[config.mk]
export PLATFORM = sky130hd
export DESIGN_NAME = uart_chan_scheduler_flat
export DESIGN_NICKNAME = d
export VERILOG_FILES = /design/src/rtl/uart_chan_scheduler_if.sv /design/src/rtl/uart_chan_scheduler.sv /design/src/flat_wrapper.sv
export SDC_FILE = /design/constraint.sdc
export NUM_CORES = 1
export LEC_CHECK = 0
export CORE_MARGIN = 2
export CORE_UTILIZATION = 30
export DETAILED_ROUTE_END_ITERATION = 10
export PLACE_DENSITY = 0.67
export SETUP_SLACK_MARGIN = 0.4
export SYNTH_ARGS = -nofsm -noshare
export SYNTH_HDL_FRONTEND = slang
export SYNTH_SLANG_ARGS = --single-unit
[constraint.sdc]
create_clock -name clk -period 3.1 [get_ports clk]
set_input_delay 0.31 -clock clk [delete_from_list [all_inputs] [get_ports clk]]
set_output_delay 0.31 -clock clk [all_outputs]
set_load 0.05 [all_outputs]
[src/rtl/uart_chan_scheduler_if.sv]
// Bus between the channel scheduler, the per-channel FIFO read ports and the shared UART transmitter.
// The scheduler uses the master modport; FIFOs and transmitter sit on the slave side.
interface uart_chan_scheduler_if #(
    parameter int NUM_CH = 4,
    parameter int DATA_W = 16
);
    localparam int CH_W = (NUM_CH > 1) ? $clog2(NUM_CH) : 1;

    logic                     enable;
    logic [NUM_CH-1:0]        empty;
    logic [NUM_CH-1:0]        rd;
    logic [NUM_CH*DATA_W-1:0] fifoOut;
    logic [7:0]               dataBus;
    logic                     ldXmtDataReg;
    logic                     byteReady;
    logic                     tByte;
    logic                     txDone;
    logic                     busy;
    logic [CH_W-1:0]          grantCh;
    logic [15:0]              wordCount;

    modport master (
        input  enable, empty, fifoOut, txDone,
        output rd, dataBus, ldXmtDataReg, byteReady, tByte, busy, grantCh, wordCount
    );

    modport slave (
        output enable, empty, fifoOut, txDone,
        input  rd, dataBus, ldXmtDataReg, byteReady, tByte, busy, grantCh, wordCount
    );
endinterface

[src/rtl/uart_chan_scheduler.sv]
// Round-robin scheduler draining up to BURST_LEN 16-bit words per grant into one byte-wide UART transmitter.
// Optional feature macro UART_CHAN_TAG_EN: prefixes every word with a tag byte {4'hA, channel}.
module uart_chan_scheduler #(
    parameter int NUM_CH    = 4,
    parameter int DATA_W    = 16,
    parameter int BURST_LEN = 4
) (
    input  logic                   clk,
    input  logic                   nRST,
    uart_chan_scheduler_if.master  bus
);
    localparam int CH_W = (NUM_CH > 1) ? $clog2(NUM_CH) : 1;
`ifdef UART_CHAN_TAG_EN
    localparam logic [1:0] LAST_IDX = 2'd2;
`else
    localparam logic [1:0] LAST_IDX = 2'd1;
`endif

    typedef enum logic [2:0] {
        S_IDLE, S_ARB, S_RD, S_LATCH, S_LD, S_RDY, S_TB, S_WAIT
    } state_t;

    state_t          state_q, state_d;
    logic [CH_W-1:0] grant_q, grant_d;
    logic [CH_W-1:0] ptr_q, ptr_d;
    logic [7:0]      burst_q, burst_d;
    logic [15:0]     word_q, word_d;
    logic [1:0]      byte_idx_q, byte_idx_d;
    logic [15:0]     word_count_q, word_count_d;

    logic [15:0]     ch_word [NUM_CH];
    logic [NUM_CH-1:0] rd_vec;
    logic            arb_found;
    logic [CH_W-1:0] arb_ch;
    logic [CH_W-1:0] cand_idx;
    int              cand;
    logic [7:0]      data_byte;

    genvar gi;
    generate
        for (gi = 0; gi < NUM_CH; gi++) begin : g_ch
            assign ch_word[gi] = bus.fifoOut[gi*DATA_W +: 16];
            assign rd_vec[gi]  = (state_q == S_RD) && (grant_q == CH_W'(gi));
        end
    endgenerate

    // First non-empty channel strictly after the round-robin pointer, wrapping.
    always_comb begin
        arb_found = 1'b0;
        arb_ch    = ptr_q;
        cand      = 0;
        cand_idx  = '0;
        for (int i = 1; i <= NUM_CH; i++) begin
            cand = int'(ptr_q) + i;
            if (cand >= NUM_CH) cand = cand - NUM_CH;
            cand_idx = CH_W'(cand);
            if (!arb_found && !bus.empty[cand_idx]) begin
                arb_found = 1'b1;
                arb_ch    = cand_idx;
            end
        end
    end

    always_comb begin
        state_d      = state_q;
        grant_d      = grant_q;
        ptr_d        = ptr_q;
        burst_d      = burst_q;
        word_d       = word_q;
        byte_idx_d   = byte_idx_q;
        word_count_d = word_count_q;
        case (state_q)
            S_IDLE: if (bus.enable && !(&bus.empty)) state_d = S_ARB;
            S_ARB: begin
                if (arb_found) begin
                    grant_d = arb_ch;
                    burst_d = 8'd0;
                    state_d = S_RD;
                end else begin
                    state_d = S_IDLE;
                end
            end
            S_RD:    state_d = S_LATCH;
            S_LATCH: begin
                word_d     = ch_word[grant_q];
                byte_idx_d = 2'd0;
                state_d    = S_LD;
            end
            S_LD:  state_d = S_RDY;
            S_RDY: state_d = S_TB;
            S_TB:  state_d = S_WAIT;
            S_WAIT: begin
                if (bus.txDone) begin
                    if (byte_idx_q != LAST_IDX) begin
                        byte_idx_d = byte_idx_q + 2'd1;
                        state_d    = S_LD;
                    end else begin
                        word_count_d = word_count_q + 16'd1;
                        burst_d      = burst_q + 8'd1;
                        // Stay on the channel only if it still has data; never read an empty FIFO.
                        if (bus.enable && (int'(burst_q) + 1 < BURST_LEN) && !bus.empty[grant_q]) begin
                            state_d = S_RD;
                        end else begin
                            ptr_d   = grant_q;
                            state_d = bus.enable ? S_ARB : S_IDLE;
                        end
                    end
                end
            end
            default: state_d = S_IDLE;
        endcase
    end

    always_ff @(posedge clk or negedge nRST) begin
        if (!nRST) begin
            state_q      <= S_IDLE;
            grant_q      <= '0;
            ptr_q        <= CH_W'(NUM_CH - 1);
            burst_q      <= 8'd0;
            word_q       <= 16'd0;
            byte_idx_q   <= 2'd0;
            word_count_q <= 16'd0;
        end else begin
            state_q      <= state_d;
            grant_q      <= grant_d;
            ptr_q        <= ptr_d;
            burst_q      <= burst_d;
            word_q       <= word_d;
            byte_idx_q   <= byte_idx_d;
            word_count_q <= word_count_d;
        end
    end

    // Byte is only driven while a byte transfer is in progress, zero otherwise.
    always_comb begin
        data_byte = 8'h00;
        if (state_q inside {S_LD, S_RDY, S_TB, S_WAIT}) begin
`ifdef UART_CHAN_TAG_EN
            case (byte_idx_q)
                2'd0:    data_byte = {4'hA, 4'(grant_q)};
                2'd1:    data_byte = word_q[15:8];
                default: data_byte = word_q[7:0];
            endcase
`else
            data_byte = (byte_idx_q == 2'd0) ? word_q[15:8] : word_q[7:0];
`endif
        end
    end

    assign bus.rd           = rd_vec;
    assign bus.dataBus      = data_byte;
    assign bus.ldXmtDataReg = (state_q == S_LD);
    assign bus.byteReady    = (state_q == S_RDY);
    assign bus.tByte        = (state_q == S_TB);
    assign bus.busy         = (state_q != S_IDLE);
    assign bus.grantCh      = grant_q;
    assign bus.wordCount    = word_count_q;
endmodule

[src/flat_wrapper.sv]
// flat-port wrapper written by rule: the top's interface ports become plain ports
module uart_chan_scheduler_flat 
#(
    parameter int NUM_CH    = 4,
    parameter int DATA_W    = 16,
    parameter int BURST_LEN = 4
)
  (clk, nRST, bus_enable, bus_empty, bus_fifoOut, bus_txDone, bus_rd, bus_dataBus, bus_ldXmtDataReg, bus_byteReady, bus_tByte, bus_busy, bus_grantCh, bus_wordCount);
  uart_chan_scheduler_if #(.NUM_CH(NUM_CH), .DATA_W(DATA_W)) bus_i ();
  input  logic clk;
  input  logic nRST;
  input wire logic [$bits(bus_i.enable)-1:0] bus_enable;
  input wire logic [$bits(bus_i.empty)-1:0] bus_empty;
  input wire logic [$bits(bus_i.fifoOut)-1:0] bus_fifoOut;
  input wire logic [$bits(bus_i.txDone)-1:0] bus_txDone;
  output wire logic [$bits(bus_i.rd)-1:0] bus_rd;
  output wire logic [$bits(bus_i.dataBus)-1:0] bus_dataBus;
  output wire logic [$bits(bus_i.ldXmtDataReg)-1:0] bus_ldXmtDataReg;
  output wire logic [$bits(bus_i.byteReady)-1:0] bus_byteReady;
  output wire logic [$bits(bus_i.tByte)-1:0] bus_tByte;
  output wire logic [$bits(bus_i.busy)-1:0] bus_busy;
  output wire logic [$bits(bus_i.grantCh)-1:0] bus_grantCh;
  output wire logic [$bits(bus_i.wordCount)-1:0] bus_wordCount;
  assign bus_i.enable = bus_enable;
  assign bus_i.empty = bus_empty;
  assign bus_i.fifoOut = bus_fifoOut;
  assign bus_i.txDone = bus_txDone;
  assign bus_rd = bus_i.rd;
  assign bus_dataBus = bus_i.dataBus;
  assign bus_ldXmtDataReg = bus_i.ldXmtDataReg;
  assign bus_byteReady = bus_i.byteReady;
  assign bus_tByte = bus_i.tByte;
  assign bus_busy = bus_i.busy;
  assign bus_grantCh = bus_i.grantCh;
  assign bus_wordCount = bus_i.wordCount;
  uart_chan_scheduler #(.NUM_CH(NUM_CH), .DATA_W(DATA_W), .BURST_LEN(BURST_LEN)) u_core (.clk(clk), .nRST(nRST), .bus(bus_i));
endmodule
* After elaboration in Yosys (flattened, before gate mapping)
Index checks and enable logic that the tools add are counted.
** Storage, ports and cells
- Output and inout bits :: 34
- Register bits :: 49
- Word-level logic and storage cells :: 121
- Memory bits (read-only) :: 0
- Memories kept :: 0
- Latch bits :: 0
- Bits in writable memories :: 0
** Operators by class
- Multiply operators :: 0
- Equality and inequality tests :: 16
- Reductions and logical operators :: 31
- Bitwise operators :: 3
- Shift operators :: 0
- Add/sub/neg operators :: 12
- Divide/modulo/power cells :: 0
- Order comparisons :: 11
- Mux-type cells :: 41
** Operator list (count)
- $mux W8 :: 5
- $bmux W16 S2 :: 1
- $lt A32 B4 Y1 const B :: 1
- $mux W16 :: 2
- $pmux W3 S8 :: 1
- $mux W2 :: 11
- $add A16 B1 Y16 const B :: 1
- $pmux W8 S2 :: 1
- $lt A2 B3 Y1 const B :: 5
- $eq A3 B3 Y1 const B :: 4
- $ge A3 B3 Y1 const B :: 4
- $mux W3 :: 4
- $reduce_and A4 Y1 :: 3
- $bmux W1 S2 :: 5
- $logic_and A1 B1 Y1 :: 10
- $mux W1 :: 10
- $add A8 B1 Y9 const B :: 1
- $add A8 B1 Y8 const B :: 1
- $ne A2 B1 Y1 const B :: 4
- $sub A2 B1 Y2 const B :: 4
- $logic_not A1 Y1 :: 7
- $add A2 B2 Y3 const B :: 2
- $eq A3 B2 Y1 const B :: 2
- $reduce_and A3 Y1 :: 2
- other kinds (17) :: 23

* Logic depth before layout (Yosys ltp)
Gate-level depths: netlist of run 1.
- Depth after elaboration :: 16
- Gate-level depth with buffers :: 8
- Depth with buffers taken out :: 7

* Least setup slack after synthesis of run 1
Ideal clock, no wire load.
- Path kind :: reg2out
- Start point :: reg u_core.grant_q[0], in the netlist u_core.bus.grantCh[0]
- End point :: out bus_rd[0]
- Arrival time :: 2.253 ns
- Setup slack :: 0.537 ns
- Cell stages (with the launch flop) :: 4
- Cell sequence :: dfrtp_1 -> clkbuf_1 -> clkbuf_1 -> nor3b_1
** Between the ends
- Longest elaborated chain between the ends :: 2
** RTL lines
- start, declared :: line uart_chan_scheduler.sv:24 : logic [CH_W-1:0] grant_q, grant_d;
- start signal, assigned :: line uart_chan_scheduler.sv:125 : grant_q <= grant_d;
- $logic_not A2 Y1 :: line uart_chan_scheduler.sv:43 : assign rd_vec[gi] = (state_q == S_RD) && (grant_q == CH_W'(gi));
- $logic_and A1 B1 Y1 :: line uart_chan_scheduler.sv:43
- end, declared :: line flat_wrapper.sv:16 : output wire logic [$bits(bus_i.rd)-1:0] bus_rd;
Every way passes these cells.

* Worst setup path in the final report of run 1
- Start point :: reg u_core.byte_idx_q[0]
- End point :: out bus_dataBus[3]
** Between the ends
- Longest elaborated chain between the ends :: 3
** RTL lines
- start, declared :: line uart_chan_scheduler.sv:28 : logic [1:0] byte_idx_q, byte_idx_d;
- start signal, assigned :: line uart_chan_scheduler.sv:129 : byte_idx_q <= byte_idx_d;
- $logic_not A2 Y1 :: line uart_chan_scheduler.sv:145 : data_byte = (byte_idx_q == 2'd0) ? word_q[15:8] : word_q[7:0];
- $mux W8 :: line uart_chan_scheduler.sv:145
- $mux W8 :: line uart_chan_scheduler.sv:137 : if (state_q inside {S_LD, S_RDY, S_TB, S_WAIT}) begin
- end, declared :: line flat_wrapper.sv:17 : output wire logic [$bits(bus_i.dataBus)-1:0] bus_dataBus;
Every way passes these cells.

==> results of run 1 <==
## cells in the final DEF, fill, tap and decap left out, types with 8 or more instances in the layout
cell type                         Yosys  final
sky130_fd_sc_hd__mux4_2              17     17
sky130_fd_sc_hd__inv_1                8      8
sky130_fd_sc_hd__o21ai_0             20     20
sky130_fd_sc_hd__nor2_1              23     23
sky130_fd_sc_hd__mux2_2              17     17
sky130_fd_sc_hd__mux2i_1              8      8
sky130_fd_sc_hd__xnor2_1             12     12
sky130_fd_sc_hd__nand2_1             27     27
sky130_fd_sc_hd__clkdlybuf4s50_1      0    100
sky130_fd_sc_hd__nand3_1              9      9
sky130_fd_sc_hd__dfrtp_1             47     47
## repair_timing
action                     4_1_cts  5_1_grt
hold buffers                     0        0
gates resized for setup          2        3
setup endpoints to repair        9        3
## metal layers
layer	share of wire [%]	vias to the layer above	wire length (um)	track usage, %
li1	-	1198	-	-
met1	44	1229	3380	20.7
met2	52	42	4040	23.5
met3	2.9	5	222	2.10
met4	0.92	0	71	3.59
met5	0	-	0	0
## stage by stage
step / cell area, um2 / util [%] / power (mW) / hold WS (ns)
3_3_place_gp: 4090 / 43.8 / 3.02 / 0.465
6_report: 4190 / 44.9 / 3.41 / 0.209
4_1_cts: 4180 / 44.8 / 3.45 / 0.270
5_1_grt: 4190 / 44.9 / 3.63 / 0.304
3_5_place_dp: 4090 / 43.8 / 3.06 / 0.460
2_1_floorplan: 2920 / - / 2.43 / 0.0144
## worst max-delay path: cells and delay by family (launching register included)
kind | cells | cell delay (ns)
adder cells (fa/ha/maj) | 1 | 0.36
buffers and inverters | 2 | 0.92
flip-flops | 1 | 0.41
multiplexers | 1 | 0.12
AND/OR/NAND/NOR | 1 | 0.11
## synth_stat cells, types with 3 or more instances
cell type	number	area, um2
sky130_fd_sc_hd__mux2_2	17	191
sky130_fd_sc_hd__nand4_1	6	37.5
sky130_fd_sc_hd__xor2_1	4	35.0
sky130_fd_sc_hd__and2_1	5	31.3
sky130_fd_sc_hd__nor2_1	23	86.3
sky130_fd_sc_hd__and3_1	6	37.5
sky130_fd_sc_hd__nand3_1	9	45.0
sky130_fd_sc_hd__dfrtp_1	47	1180
sky130_fd_sc_hd__a21oi_1	6	30.0
sky130_fd_sc_hd__nand2_1	27	101
sky130_fd_sc_hd__a31oi_1	3	18.8
sky130_fd_sc_hd__mux4_2	17	383
sky130_fd_sc_hd__mux2i_1	8	80.1
sky130_fd_sc_hd__inv_1	8	30.0
sky130_fd_sc_hd__clkbuf_1	11	41.3
sky130_fd_sc_hd__o21ai_0	20	100
sky130_fd_sc_hd__ha_1	4	50.1
sky130_fd_sc_hd__or3_1	5	31.3
sky130_fd_sc_hd__xnor2_1	12	105
sky130_fd_sc_hd__nor3_1	6	30.0
## cells by family (layout without fill, tap and decap cells)
group                    count (synthesis)  count (layout)  share of synthesized area, %
AO/OA/AOI/OAI                           44              44                          9.48
AND/OR/NAND/NOR                         97              97                          16.4
multiplexers                            42              42                          22.4
buffers and inverters                   22             124                          3.00
flip-flops                              49              49                          42.1
XOR/XNOR                                16              16                          4.80
adder cells (fa/ha/maj)                  4               4                          1.72
## final timing paths
check                                         start                       end  cells past startpoint
min                                            nRST         u_core.burst_q[2]                      1
max reg2reg                    u_core.byte_idx_q[1]  u_core.bus.wordCount[12]                      7
min reg2reg                u_core.bus.wordCount[15]  u_core.bus.wordCount[15]                      1
max in group asynchronous                      nRST          u_core.word_q[6]                      1
max                            u_core.byte_idx_q[0]            bus_dataBus[3]                      5
min in group clk           u_core.bus.wordCount[15]  u_core.bus.wordCount[15]                      1
## cell type report
| type | instances | area (um2) | area share [%] |
|---|---|---|---|
| multi-input cells | 203 | 1600 | 38.3 |
| flip-flops and latches | 49 | 1230 | 29.3 |
| repair buffers | 108 | 1070 | 25.7 |
| well taps | 129 | 161 | 3.85 |
| clock buffers | 8 | 90.1 | 2.15 |
| inverters | 8 | 30.0 | 0.717 |
## flip-flops by register name (all words and copies together) (netlist names)
register,cells
u_core.ptr_q,2
u_core.bus.wordCount,16
u_core.byte_idx_q,2
u_core.burst_q,8
u_core.bus.grantCh,2
u_core.state_q,3
u_core.word_q,16
## power by group through the flow
stage	registers (mW)	logic [mW]	clock network [mW]
6_report	1.07	1.96	0.384
5_1_grt	1.11	2.10	0.423
4_1_cts	1.07	1.99	0.397
3_5_place_dp	1.08	1.98	0
3_3_place_gp	1.07	1.96	0
2_1_floorplan	1.09	1.34	0
==> flow_summary_export.csv, run 1 <==
group,metric,value,unit
worst_setup_path,critPathLaunchType,"flip-flop",
timing,min_period,2.52,ns
worst_setup_path,cp_slowest_stage_delay,0.83,ns
cells_and_area,finalNetCount,451,
timing,rsz0062_at_grt,"no",
place,hpwl,6010,um
timing,worst_slew_pin_slew,1.08,ns
timing,timing_hold_violations_final,0,
power,p_switching,1.52,mW
drt,detailed_route_wl,7720,um
clock_tree,htree_num_levels,2,
synthesis,postSynth.topFlopCell,"sky130_fd_sc_hd__dfrtp_1",
cells_and_area,drive_gt1_share,13.8,%
drt,post-route-drc-count,0,
timing,relative_slew_slack,28.1,%
clock_tree,clk_pin_slew_worst_paths,0.09,ns
cells_and_area,area.growth.synth_to_final,43.6,%
worst_setup_path,timing_worst_setup_path_type,"flip-flop to output pin",
global_route,vias_in_the_first_global_route,2373,
worst_setup_path,crit_path_end_kind,"output pin",
place,pre_cts_ws,0.694,ns
global_route,gr-usage-all-layers,14.5,%
run_status,outcome,"complete, no violations",
worst_setup_path,required,2.79,ns
drt,routedWlPerCell,15.3,um
synthesis,distinct_cells_synth,46,
timing,setup-tns-final,0,ns
hold_path,hold_path_class,"primary input to asynchronous set/reset pin",
synthesis,ys_seq_area_share,42.1,%
worst_setup_path,reg2reg_slack,0.92,ns
power,power-per-cell-area,814,nW/um2
cells_and_area,n_antenna_cell,0,
timing,skew,0.00424,ns
clock_tree,cts_tree,"built",
floorplan,dieArea,10500,um2
power,p_comb_share,57.4,%
run,cap_viol_max_count,0,
global_route,grt_start_max_net_pins,50,
power,internal-power,1.89,mW
power,clkPwrFrac,11.3,%
floorplan,num_io_pins,106,
floorplan,fp.dieH,103,um
floorplan,core_area,9330,um2
place,gp_routability_congestion,0.768,
clock_tree,cts_max_path_buffers,2,
worst_setup_path,critPathMaxFanout,8,
clock_tree,cts_num_sinks,49,
power,p_sw_share,44.7,%
timing,fmaxAchievable,0.397,GHz
synthesis,postSynth.asyncResetShare,100,%
worst_setup_path,critical_path_arrival,2.21,ns
power,share_seq_of_total_power,31.3,%
drt,drt_pass_1_iters,4,
drt,vias,2474,
timing,period_share,81.2,%
synthesis,synth_seq_cells,49,
place,placed_cells,497,
synthesis,synthesis.area,2920,um2
power,irDropWorstVdd,352,uV
clock_tree,cts_root_buf,"sky130_fd_sc_hd__clkbuf_8",
synthesis,post_synthesis_net_count,350,
synthesis,synth-edff-count,0,
worst_setup_path,crit_path_top_delay_cell,"sky130_fd_sc_hd__clkdlybuf4s50_1",
clock_tree,cts_setup_buffers,0,
cells_and_area,filler_cell_count,892,
timing,report.final.setup_viol,0,
floorplan,initial_core_util,31.3,%
worst_setup_path,path_cells,"inv_1 -> ha_2 -> mux2i_1 -> nor2_1 -> clkdlybuf4s50_1",
cells_and_area,finish.cell_count_without_fillers,505,
synthesis,synthesis.instances,274,
drt,route.detailed.vias_per_inst,4.90,
global_route,grt_first_pass_wirelength,12000,um
timing,timing_max_transition_violations_final,0,
place,buffer_ports.inserted,105,
floorplan,site_row_count,35,
power,cellLeakagePower,1.71,nW
synthesis,postSynthAreaPerCell,10.6,um2
global_route,globalRouteOverflowTotal,0,
clock_tree,insertion_delay,0.29,ns
timing,finalWorstSetupSlack,0.582,ns
drt,antenna_viol_nets_final,0,
global_route,antenna_found_initial,0,
floorplan,die_boundary_width,103,um
clock_tree,cts_made_buffers,5,
synthesis,yosysWarningCount,0,
drt,number_of_drc_markers_in_iteration_0,164,
(Power assumes the default switching activity.)
==> run 2, diff against run 1 <==
Clock period 3.1 ns to 2.5 ns, I/O delays scaled along.
==> flow_summary_export.csv, run 2 (synthesized netlist as in run 1, its figures left out) <==
group,metric,value,unit
floorplan,site_row_count,35,
power,totalPowerFinal,4.27,mW
cells_and_area,layout_commonest_cell,"sky130_fd_sc_hd__clkdlybuf4s50_1",
clock_tree,cts_max_path_buffers,2,
global_route,globalRouteOverflowTotal,0,
timing,report.final.setup_viol,0,
floorplan,core_area,9330,um2
timing,finalHoldWorstSlack,0.0695,ns
clock_tree,clk_pin_slew_worst_paths,0.09,ns
timing,rsz0062_at_grt,"no",
drt,vias,2553,
global_route,gr-usage-all-layers,14.1,%
timing,worst_slew_pin_slew,0.884,ns
clock_tree,cts_num_sinks,49,
global_route,antenna_found_initial,0,
power,irDropWorstVdd,440,uV
drt,antenna_viol_nets_final,0,
timing,timing_hold_violations_final,0,
floorplan,die_boundary_width,103,um
floorplan,num_io_pins,106,
worst_setup_path,critPathLaunchType,"flip-flop",
power,cellLeakagePower,1.71,nW
global_route,grt_start_max_net_pins,41,
floorplan,fp.dieH,103,um
worst_setup_path,timing_worst_setup_path_type,"flip-flop to flip-flop",
clock_tree,cts_root_buf,"sky130_fd_sc_hd__clkbuf_8",
timing,relative_slew_slack,41.1,%
drt,route.detailed.vias_per_inst,5.01,
worst_setup_path,required,2.66,ns
clock_tree,insertion_delay,0.30,ns
worst_setup_path,crit_path_end_kind,"flip-flop",
drt,drt_pass_1_iters,4,
drt,detailed_route_wl,7760,um
global_route,vias_in_the_first_global_route,2480,
floorplan,initial_core_util,31.3,%
timing,timing_max_transition_violations_final,0,
hold_path,hold_path_class,"primary input to asynchronous set/reset pin",
timing,min_period,2.06,ns
cells_and_area,finish.cell_count_without_fillers,510,
drt,number_of_drc_markers_in_iteration_0,101,
place,gp_routability_congestion,0.736,
cells_and_area,finalNetCount,456,
power,power-per-cell-area,1010,nW/um2
clock_tree,htree_num_levels,2,
timing,period_share,82.3,%
place,hpwl,6030,um
place,buffer_ports.inserted,105,
drt,routedWlPerCell,15.2,um
drt,post-route-drc-count,0,
clock_tree,cts_tree,"built",
run,cap_viol_max_count,0,
timing,fmaxAchievable,0.486,GHz
run_status,outcome,"complete, no violations",
place,placed_cells,501,
floorplan,dieArea,10500,um2
timing,skew,0.00575,ns
timing,setup-tns-final,0,ns
clock_tree,cts_made_buffers,5,
cells_and_area,drive_gt1_share,21.0,%
worst_setup_path,critical_path_arrival,2.22,ns
cells_and_area,n_antenna_cell,0,
cells_and_area,area.growth.synth_to_final,45.1,%
worst_setup_path,critPathMaxFanout,8,
cells_and_area,most-common-layout-cells,"sky130_fd_sc_hd__clkdlybuf4s50_1 (87), sky130_fd_sc_hd__dfrtp_1 (45), sky130_fd_sc_hd__nand2_1 (27)",
global_route,grt_first_pass_wirelength,11800,um
-- run 2: cell types whose count changed in the layout (fill, tap and decap cells not counted), sizes merged --
cell,before,now
dlymetal6s2s,3,0
clkdlybuf4s50,100,87
clkinv,0,2
buf,4,22
clkbuf,8,6
dlygate4sd2,1,4
-- run 2: routing by layer --
metal  part of all wire, %  track usage, %
met5                     0               0
met4                   1.7            5.03
met3                   3.4            2.37
met2                    52            22.9
met1                    43            19.1
-- run 2: path summary, 6_finish.rpt --
| kind | from | endpoint | slack [ns] | depth (start not counted) |
|---|---|---|---|---|
| setup / recovery | u_core.burst_q[1] | u_core.state_q[0] | 0.44 | 5 |
| hold / removal | nRST | u_core.word_q[0] | 0.07 | 1 |
| setup reg to reg | u_core.burst_q[1] | u_core.state_q[0] | 0.44 | 5 |
| hold reg to reg | u_core.bus.wordCount[15] | u_core.bus.wordCount[15] | 0.47 | 1 |
| max in group asynchronous | nRST | u_core.word_q[14] | 1.76 | 2 |
| min in group clk | u_core.bus.wordCount[15] | u_core.bus.wordCount[15] | 0.47 | 1 |
-- run 2: stage by stage --
stage,setup slack [ns],area [um2],utilization [%]
3_3_place_gp,0.456,4100,43.9
3_5_place_dp,0.397,4100,43.9
4_1_cts,0.428,4200,45.0
6_report,0.443,4230,45.4
2_1_floorplan,0.425,2930,-
5_1_grt,0.399,4230,45.4
-- run 2: worst max-delay path, cell delays in order, from the launching register on --
cell,delay (ns)
sky130_fd_sc_hd__dfrtp_1,0.45
sky130_fd_sc_hd__ha_4,0.21
sky130_fd_sc_hd__or4b_1,0.52
sky130_fd_sc_hd__a311oi_2,0.34
sky130_fd_sc_hd__a21boi_4,0.27
sky130_fd_sc_hd__o221ai_1,0.12
-- run 2: cell type report --
cell class / count / area, um2
repair buffers: 113 / 1070
clock inverters: 2 / 13.8
multi-input cells: 203 / 1650
fillers: 875 / 5090
flip-flops and latches: 49 / 1230
well taps: 129 / 161
inverters: 8 / 30.0
clock buffers: 6 / 82.6
-- run 2: repair_timing --
item                       in CTS  in global routing
hold buffers                    0                  0
gates resized for setup         6                  6
gates cloned                    0                  0
setup endpoints to repair       5                 15
buffers inserted                0                  1
pin swaps                       0                  1
-- run 2: power by group --
group / internal, mW / switching [mW]
clock: 0.225 / 0.268
sequential: 1.06 / 0.248
combinational: 1.05 / 1.42
==> run 3, diff against run 2 <==
Clock period 2.5 ns to 2.05 ns, I/O delays scaled along.
==> flow_summary_export.csv, run 3 (synthesized netlist as in run 1, its figures left out) <==
group,metric,value,unit
power,internal-power,3.90,mW
drt,number_of_drc_markers_in_iteration_0,151,
drt,drt_pass_1_iters,4,
timing,timing_hold_violations_final,0,
place,gp_routability_congestion,0.823,
timing,report.final.setup_viol,0,
drt,routedWlPerCell,15.8,um
floorplan,initial_core_util,31.3,%
global_route,gr-usage-all-layers,15.7,%
power,p_switching,2.86,mW
power,clkPwrFrac,10.8,%
place,hpwl,6320,um
drt,post-route-drc-count,0,
power,share_seq_of_total_power,24.3,%
global_route,global_route.usage.met2,26.2,%
cells_and_area,area.sequential,1240,um2
run_status,outcome,"complete, no violations",
cells_and_area,multi_input_area,1970,um2
worst_setup_path,critPathMaxFanout,4,
cells_and_area,filler_cell_count,817,
global_route,grt_start_max_net_pins,24,
worst_setup_path,crit-reg2reg-capture,"u_core.state_q[0]",
run,cap_viol_max_count,0,
place,placed_cells,514,
power,irDropWorstVdd,635,uV
worst_setup_path,critPathLaunchType,"flip-flop",
hold_path,hold_path_class,"primary input to asynchronous set/reset pin",
worst_setup_path,crit_path_end_kind,"flip-flop",
power,cellLeakagePower,2.02,nW
global_route,use_met3,2.44,%
clock_tree,cts_max_path_buffers,2,
worst_setup_path,required,2.24,ns
cells_and_area,area.growth.synth_to_final,71.3,%
power,power-per-cell-area,1350,nW/um2
timing,fmaxAchievable,0.517,GHz
cells_and_area,layout_commonest_cell,"sky130_fd_sc_hd__clkdlybuf4s50_1",
global_route,antenna_found_initial,0,
cells_and_area,n_antenna_cell,0,
cells_and_area,final_core_utilization,53.5,%
floorplan,core_area,9330,um2
clock_tree,insertion_delay,0.30,ns
timing,relative_slew_slack,66.8,%
clock_tree,cts_tree,"built",
worst_setup_path,regToRegStartpoint,"u_core.burst_q[1]",
clock_tree,cts_num_sinks,49,
floorplan,dieArea,10500,um2
drt,detailed_route_wl,8500,um
power,p_comb_share,64.9,%
global_route,grt_use_met1,21.0,%
global_route,vias_in_the_first_global_route,2666,
drt,antenna_viol_nets_final,0,
timing,skew,0.00650,ns
floorplan,num_io_pins,106,
global_route,grt_first_pass_wirelength,13000,um
clock_tree,cts_root_buf,"sky130_fd_sc_hd__clkbuf_8",
global_route,globalRouteOverflowTotal,0,
cells_and_area,most-common-layout-cells,"sky130_fd_sc_hd__clkdlybuf4s50_1 (70), sky130_fd_sc_hd__dfrtp_1 (38), sky130_fd_sc_hd__buf_4 (28)",
place,pre_cts_ws,0.0229,ns
place,buffer_ports.inserted,105,
timing,timing_max_transition_violations_final,0,
cells_and_area,drive_gt1_share,39.0,%
clock_tree,htree_num_levels,2,
timing,min_period,1.94,ns
global_route,busiest_layer,"met2",
clock_tree,clk_pin_slew_worst_paths,0.09,ns
worst_setup_path,timing_worst_setup_path_type,"flip-flop to flip-flop",
worst_setup_path,startpoint,"u_core.burst_q[1]",
worst_setup_path,reg2reg_depth,5,
clock_tree,cts_made_buffers,5,
cells_and_area,finalNetCount,483,
floorplan,die_boundary_width,103,um
drt,route.detailed.vias_per_inst,4.94,
power,p_sw_share,42.3,%
drt,vias,2653,
power,totalPowerFinal,6.76,mW
timing,rsz0062_at_grt,"yes",
worst_setup_path,reg2reg_slack,0.11,ns
worst_setup_path,critical_path_arrival,2.12,ns
timing,period_share,94.4,%
floorplan,site_row_count,35,
timing,setup-tns-final,0,ns
floorplan,fp.dieH,103,um
timing,worst_slew_pin_slew,0.500,ns
cells_and_area,finish.cell_count_without_fillers,537,
timing,finalWorstSetupSlack,0.114,ns
## run 3: changes by cell type in the layout (fill, tap and decap cells not counted), moves of 7 or more
cell | before | now
sky130_fd_sc_hd__mux2i_1 | 8 | 0
sky130_fd_sc_hd__nor2_1 | 22 | 11
sky130_fd_sc_hd__buf_4 | 21 | 28
sky130_fd_sc_hd__dlygate4sd2_1 | 4 | 16
sky130_fd_sc_hd__nor2_4 | 0 | 10
sky130_fd_sc_hd__dfrtp_1 | 45 | 38
sky130_fd_sc_hd__dfrtp_2 | 2 | 9
sky130_fd_sc_hd__buf_6 | 0 | 8
sky130_fd_sc_hd__mux2i_4 | 0 | 8
sky130_fd_sc_hd__o21ai_0 | 20 | 10
sky130_fd_sc_hd__buf_12 | 0 | 16
sky130_fd_sc_hd__clkdlybuf4s50_1 | 87 | 70
## run 3: what timing repair did
| action | in CTS | in global routing |
|---|---|---|
| setup endpoints to repair | 66 | 49 |
| setup buffers | 8 | 6 |
| hold endpoints to repair | 11 | 0 |
| gates resized for setup | 61 | 33 |
| pin swaps | 5 | 15 |
| hold buffers | 1 | 0 |
## run 3: area by class of cell
cell class | count | share of cell area [%]
clock buffers | 7 | 1.73
clock inverters | 1 | 0.601
multi-input cells | 203 | 39.4
flip-flops and latches | 49 | 24.8
inverters | 8 | 0.701
repair buffers | 140 | 29.6
well taps | 129 | 3.23
## run 3: worst max-delay path: stages (launching register included)
cell and delay, ns:
sky130_fd_sc_hd__dfrtp_1 0.43, sky130_fd_sc_hd__ha_2 0.20, sky130_fd_sc_hd__or4b_4 0.50, sky130_fd_sc_hd__a311oi_4 0.30, sky130_fd_sc_hd__a21boi_4 0.27, sky130_fd_sc_hd__o221ai_1 0.12
## run 3: layer usage
metal / share of wire [%] / wire (um) / vias up
met4: 1.7 / 142 / 0
li1: - / - / 1279
met2: 53 / 4510 / 50
met3: 3.3 / 284 / 12
met1: 42 / 3560 / 1312
met5: 0 / 0 / -
## run 3: metrics by stage
step	hold slack, ns	cell area [um2]
after global placement	0.123	4460
after global routing	0.373	4990
final	0.357	4990
after floorplan	-0.0906	3090
after detailed placement	0.129	4460
after CTS	0.359	4820
## run 3: worst max path at each step
| stage | to | slack [ns] |
|---|---|---|
| after floorplan | u_core.state_q[0] | 0.06 |
| after global placement | u_core.state_q[0] | 0.08 |
| after detailed placement | u_core.state_q[0] | 0.02 |
| after CTS | u_core.bus.wordCount[12] | 0.19 |
| after global routing | u_core.state_q[0] | 0.07 |
| final | u_core.state_q[0] | 0.11 |
## run 3: power by group through the flow
| stage | clock [mW] | combinational [mW] | sequential, mW |
|---|---|---|---|
| 2_1_floorplan | 0 | 2.31 | 1.67 |
| 3_3_place_gp | 0 | 3.77 | 1.54 |
| 3_5_place_dp | 0 | 3.83 | 1.56 |
| 4_1_cts | 0.745 | 4.26 | 1.62 |
| 5_1_grt | 0.787 | 4.65 | 1.68 |
| 6_report | 0.731 | 4.39 | 1.64 |
